`src/rtl/plab2_proc_bypass_scoreboard_pkg.sv`:
```
// rtl/plab2_proc_bypass_scoreboard_pkg.sv - shared constants and readiness rule for the bypass scoreboard
package plab2_proc_bypass_scoreboard_pkg;

  localparam int BYP_SEL_RF = 0;

  localparam int DEF_NREGS   = 32;
  localparam int DEF_NSRCS   = 2;
  localparam int DEF_NSTAGES = 3;

  // A producer in slot k is bypassable once k reaches its avail index; a
  // variable-latency op sitting in X is only ready when its unit says so.
  function automatic logic slot_ready(input int k, input int avail,
                                      input logic is_long, input logic long_done);
    return (is_long && k == 0) ? long_done : (k >= avail);
  endfunction

endpackage

```
`src/rtl/plab2_proc_bypass_scoreboard_slot.sv`:
```
// rtl/plab2_proc_bypass_scoreboard_slot.sv - one in-flight writer tag slot with load/hold/bubble
module plab2_proc_bypass_scoreboard_slot
  import plab2_proc_bypass_scoreboard_pkg::*;
#(
  parameter int AW = 5,
  parameter int SW = 2
) (
  input  logic          clk,
  input  logic          reset,
  input  logic          ld,
  input  logic          clr,
  input  logic          in_val,
  input  logic          in_wen,
  input  logic [AW-1:0] in_waddr,
  input  logic [SW-1:0] in_avail,
  input  logic          in_long,
  output logic          val,
  output logic          wen,
  output logic [AW-1:0] waddr,
  output logic [SW-1:0] avail,
  output logic          long_op
);

  always_ff @(posedge clk or negedge reset) begin
    if (!reset) begin
      val     <= 1'b0;
      wen     <= 1'b0;
      waddr   <= '0;
      avail   <= '0;
      long_op <= 1'b0;
    end else if (clr) begin
      val <= 1'b0;
    end else if (ld) begin
      val     <= in_val;
      wen     <= in_wen;
      waddr   <= in_waddr;
      avail   <= in_avail;
      long_op <= in_long;
    end
  end

endmodule

```
`src/rtl/plab2_proc_bypass_scoreboard.sv`:
```
// rtl/plab2_proc_bypass_scoreboard.sv - N-stage bypass/stall scoreboard; PLAB2_PROC_BYP_SB_PERF_EN adds perf counters
module plab2_proc_bypass_scoreboard
  import plab2_proc_bypass_scoreboard_pkg::*;
#(
  parameter int p_nregs   = DEF_NREGS,
  parameter int p_nsrcs   = DEF_NSRCS,
  parameter int p_nstages = DEF_NSTAGES,
  localparam int AW = $clog2(p_nregs),
  localparam int SW = $clog2(p_nstages + 1)
) (
  input  logic                   clk,
  input  logic                   reset,
  input  logic                   sd,
  input  logic                   iss_val,
  input  logic                   iss_wen,
  input  logic [AW-1:0]          iss_waddr,
  input  logic [SW-1:0]          iss_avail,
  input  logic                   iss_long,
  input  logic                   long_done,
  input  logic [p_nstages-1:0]   stage_en,
  input  logic                   squash_X,
  input  logic [p_nsrcs-1:0]     src_val,
  input  logic [p_nsrcs*AW-1:0]  src_addr,
  output logic [p_nsrcs*SW-1:0]  byp_sel,
  output logic                   stall_D,
  output logic [31:0]            perf_stall_cnt,
  output logic [31:0]            perf_byp_cnt
);

  logic [p_nstages-1:0] s_val;
  logic [p_nstages-1:0] s_wen;
  logic [p_nstages-1:0] s_long;
  logic [AW-1:0]        s_waddr [p_nstages];
  logic [SW-1:0]        s_avail [p_nstages];
  logic [p_nsrcs-1:0]   src_stall;

  // sd is a label only; the W slot always drains, so its enable is not consulted.
  logic unused_ok;
  assign unused_ok = ^{sd, stage_en[p_nstages-1]};

  for (genvar k = 0; k < p_nstages; k++) begin : g_slot
    logic          ld, clr, in_val, in_wen, in_long;
    logic [AW-1:0] in_waddr;
    logic [SW-1:0] in_avail;

    if (k == 0) begin : g_x
      assign ld       = stage_en[0];
      assign clr      = squash_X;
      assign in_val   = iss_val & ~stall_D;
      assign in_wen   = iss_wen;
      assign in_waddr = iss_waddr;
      assign in_avail = iss_avail;
      assign in_long  = iss_long;
    end else begin : g_n
      assign ld       = stage_en[k-1];
      assign in_wen   = s_wen[k-1];
      assign in_waddr = s_waddr[k-1];
      assign in_avail = s_avail[k-1];
      assign in_long  = s_long[k-1];
      // A squashed X entry must not reappear in M.
      if (k == 1) begin : g_sq
        assign in_val = s_val[0] & ~squash_X;
      end else begin : g_pass
        assign in_val = s_val[k-1];
      end
      if (k == p_nstages - 1) begin : g_last
        assign clr = ~stage_en[k-1];
      end else begin : g_mid
        assign clr = ~stage_en[k-1] & stage_en[k];
      end
    end

    plab2_proc_bypass_scoreboard_slot #(.AW(AW), .SW(SW)) u_slot (
      .clk      (clk),
      .reset    (reset),
      .ld       (ld),
      .clr      (clr),
      .in_val   (in_val),
      .in_wen   (in_wen),
      .in_waddr (in_waddr),
      .in_avail (in_avail),
      .in_long  (in_long),
      .val      (s_val[k]),
      .wen      (s_wen[k]),
      .waddr    (s_waddr[k]),
      .avail    (s_avail[k]),
      .long_op  (s_long[k])
    );
  end

  // Oldest-to-youngest scan so the youngest matching producer wins.
  always_comb begin
    byp_sel   = '0;
    src_stall = '0;
    for (int s = 0; s < p_nsrcs; s++) begin
      byp_sel[s*SW +: SW] = SW'(BYP_SEL_RF);
      for (int k = p_nstages - 1; k >= 0; k--) begin
        if (src_val[s] && s_val[k] && s_wen[k] &&
            src_addr[s*AW +: AW] != '0 && s_waddr[k] == src_addr[s*AW +: AW]) begin
          byp_sel[s*SW +: SW] = SW'(k + 1);
          src_stall[s] = !slot_ready(k, int'(s_avail[k]), s_long[k], long_done);
        end
      end
    end
  end

  assign stall_D = |src_stall;

`ifdef PLAB2_PROC_BYP_SB_PERF_EN
  logic [31:0] stall_cnt;
  logic [31:0] byp_cnt;

  always_ff @(posedge clk or negedge reset) begin
    if (!reset) begin
      stall_cnt <= '0;
      byp_cnt   <= '0;
    end else begin
      if (stall_D && stall_cnt != '1)
        stall_cnt <= stall_cnt + 32'd1;
      if (!stall_D && |byp_sel && byp_cnt != '1)
        byp_cnt <= byp_cnt + 32'd1;
    end
  end

  assign perf_stall_cnt = stall_cnt;
  assign perf_byp_cnt   = byp_cnt;
`else
  assign perf_stall_cnt = 32'd0;
  assign perf_byp_cnt   = 32'd0;
`endif

endmodule
```
`config.mk`:
```
export PLATFORM = sky130hd
export DESIGN_NAME = plab2_proc_bypass_scoreboard
export DESIGN_NICKNAME = d
export VERILOG_FILES = /design/src/rtl/plab2_proc_bypass_scoreboard_pkg.sv /design/src/rtl/plab2_proc_bypass_scoreboard_slot.sv /design/src/rtl/plab2_proc_bypass_scoreboard.sv
export SDC_FILE = /design/constraint.sdc
export NUM_CORES = 1
export LEC_CHECK = 0
export CAP_MARGIN = 20
export CORE_ASPECT_RATIO = 0.5
export CORE_MARGIN = 10
export CORE_UTILIZATION = 39
export CTS_CLUSTER_DIAMETER = 50
export DETAILED_ROUTE_END_ITERATION = 16
export PLACE_DENSITY_LB_ADDON = 0.3
export SLEW_MARGIN = 10
export SYNTH_ARGS = -nofsm -noshare
export SYNTH_HDL_FRONTEND = slang
export SYNTH_HIERARCHICAL = 1
export SYNTH_SLANG_ARGS = --single-unit
```
`constraint.sdc`:
```
create_clock -name clk -period 2.9 [get_ports clk]
set_input_delay 0.725 -clock clk [delete_from_list [all_inputs] [get_ports clk]]
set_output_delay 0.725 -clock clk [all_outputs]
set_load 0.005 [all_outputs]
```
==> results of run 1 <==
==> metrics by stage <==
| stage | worst slack, ns | power [uW] | TNS [ns] | hold slack (ns) |
|---|---|---|---|---|
| final | -0.267 | 1430 | -0.378 | 0.527 |
| after CTS | -0.268 | 1420 | -0.391 | 0.520 |
| after global placement | -1.05 | 983 | -4.19 | 0.498 |
| after floorplan | 0.0451 | 881 | 0 | 0.429 |
| after detailed placement | -1.05 | 990 | -4.20 | 0.500 |
| after global routing | -0.345 | 1500 | -0.665 | 0.537 |
==> registers in the layout, summed over array words and instances, names as in the netlist <==
name	cells
g_slot.u_slot/avail	6
g_slot.u_slot/long_op	1
g_slot.u_slot/val	3
g_slot.u_slot/waddr	15
g_slot.u_slot/wen	3
==> cell type report <==
class / count / area [sq um]
Clock buffer: 3 / 75.1
Sequential cell: 28 / 701
Clock inverter: 1 / 30.0
Tap cell: 73 / 91.3
Inverter: 4 / 17.5
Fill cell: 496 / 2690
Multi-Input combinational cell: 167 / 1350
Timing Repair Buffer: 66 / 562
==> how the worst max path moves through the flow <==
stage / startpoint / slack (ns) / end
floorplan: src_addr[5] / 0.05 / stall_D
global placement: src_addr[7] / -1.05 / stall_D
detailed placement: src_addr[7] / -1.05 / stall_D
CTS: src_addr[3] / -0.27 / stall_D
global route: src_addr[6] / -0.35 / stall_D
finish: src_addr[6] / -0.27 / stall_D
==> cells in the final DEF, fill, tap and decap left out, drive strengths merged, types with 3 or more instances in the layout <==
| cell type | count |
|---|---|
| clkdlybuf4s50 | 15 |
| o21ai | 4 |
| nand4 | 5 |
| clkbuf | 3 |
| inv | 4 |
| nor2b | 4 |
| xor2 | 10 |
| mux2i | 3 |
| conb | 64 |
| mux2 | 25 |
| nor4 | 3 |
| nand3 | 4 |
| nor2 | 5 |
| xnor2 | 20 |
| nand2 | 4 |
| or4 | 5 |
| dfrtp | 28 |
| buf | 47 |
==> repair_timing <==
item,in CTS,in global routing
gates resized for setup,83,7
endpoints found under the setup margin,5,5
buffers inserted,7,2
pin swaps,21,8
==> layer usage <==
metal / up-vias / global-route usage [%] / wire, microns
met1: 712 / 12.9 / 2230
met3: 6 / 5.38 / 643
met2: 72 / 20.2 / 2560
met5: - / 0 / 0
li1: 686 / - / -
met4: 0 / 1.63 / 53
==> report_power, final <==
| part | internal (uW) | total [uW] | switching, uW |
|---|---|---|---|
| clock network | 275 | 411 | 136 |
| registers | 472 | 556 | 84.3 |
| logic | 276 | 460 | 184 |
==> results.cfg, run 1 <==
[outcome]
violations = setup timing
outcome = finished with violations

[global_routing]
grt_max_degree = 29
grt_pass1_wl_mm = 8.85
grt-ovfl-total = 0
grt_pass1_vias = 1654
antenna_found_initial = 0
gr-usage-all-layers_pct = 11.5

[timing]
drv_slew = 0
hold_viol_final = 0
fin_crit_ns = 3.17
fin_crit_sh_pct = 109
finalWorstSetupSlack_ns = -0.267
skew_ns = 0.00662
fmax_ghz = 0.316
setup_viol = 3
grt_setup_unrepaired = true

[worst_setup_path]
critPathMaxStageDelay_ns = 0.54
critPathArrivalTime_ns = 2.44
cp.buffers_inverters = 2
path_max_fanout = 4
cp.required_ns = 2.17
worstPathCellList = buf_6, or4_4, o211ai_1, nor4_4, o41ai_4, or2_1, buf_2
critPathTopFamily = simple AND/OR/NAND/NOR gates
cp-start-kind = input port
crit_type = in -> out
end_kind = output port
r2r_setup_slack_ns = 0.69
ff2ff_path_depth = 9
crit_slowest_cell = or4_4
r2r-end = g_slot[0].u_slot/val$_DFFE_PN0P_
crit_cells = 7
rr_startpoint = g_slot[0].u_slot/waddr[3]$_DFFE_PN0P_

[clocking]
insertion_delay_ns = 0.26
cts_buffers = 3
cts.root.buffer_cell = clkbuf_16
cts_tree = yes
cts.path.max_buffers = 2
path_clk_slew_ns = 0.07
cts_hold_buf = 0
clock_sinks = 28
htree_levels = 1

[cells_and_area]
fin_util_pct = 51.2
final_layout_size_suffix_gt1_share_pct = 37.5
final_area_sq_um = 2820
nets = 300
syn_to_final_growth_pct = 26.3
antenna_cells = 0
fin_cells = 342

[placed_design]
place_hpwl_mm = 4.27
portBuffers = 32
gp_congestion = 0.895
post_dp_cell_area_sq_um = 2560
dp.cells = 330

[synthesis]
synth_cells = 204
synthesis.area_sq_um = 2230
synth_warnings = 6
synth_area_per_cell_sq_um = 11.0

[floorplan]
die_height_microns = 73.5
core_sq_um = 5520
die_area_sq_um = 9340
start_util_pct = 40.5
placementRows = 19
fp.dieW_microns = 127
io_pins = 99

[worst_hold_path]
hp-start = g_slot[2].u_slot/avail[0]$_DFFE_PN0P_
hold_path_depth = 1
hp-class = reg -> reg
holdPathEnd = g_slot[2].u_slot/avail[0]$_DFFE_PN0P_

[detailed_routing]
drtIter0Drc = 78
wl_per_cell_microns = 16.0
vias = 1476
wl_mm = 5.48
ant_nets = 0
drc = 0
viasPerCell = 4.32
firstDrtPassIters = 4

[pwr]
power_per_cell_area_nw_per_um2 = 506
vdd.ir_drop.worst_uv = 281
p_leak_uw = 0.00135

[job]
maxCapViolations = 0
Note: power is estimated with default switching activity, not from simulation.
==> run 2: changes to the inputs <==
- SLEW_MARGIN: 10 -> 20
==> results of run 2 <==
No change in the layout: final DEF, timing and power equal those of run 1.
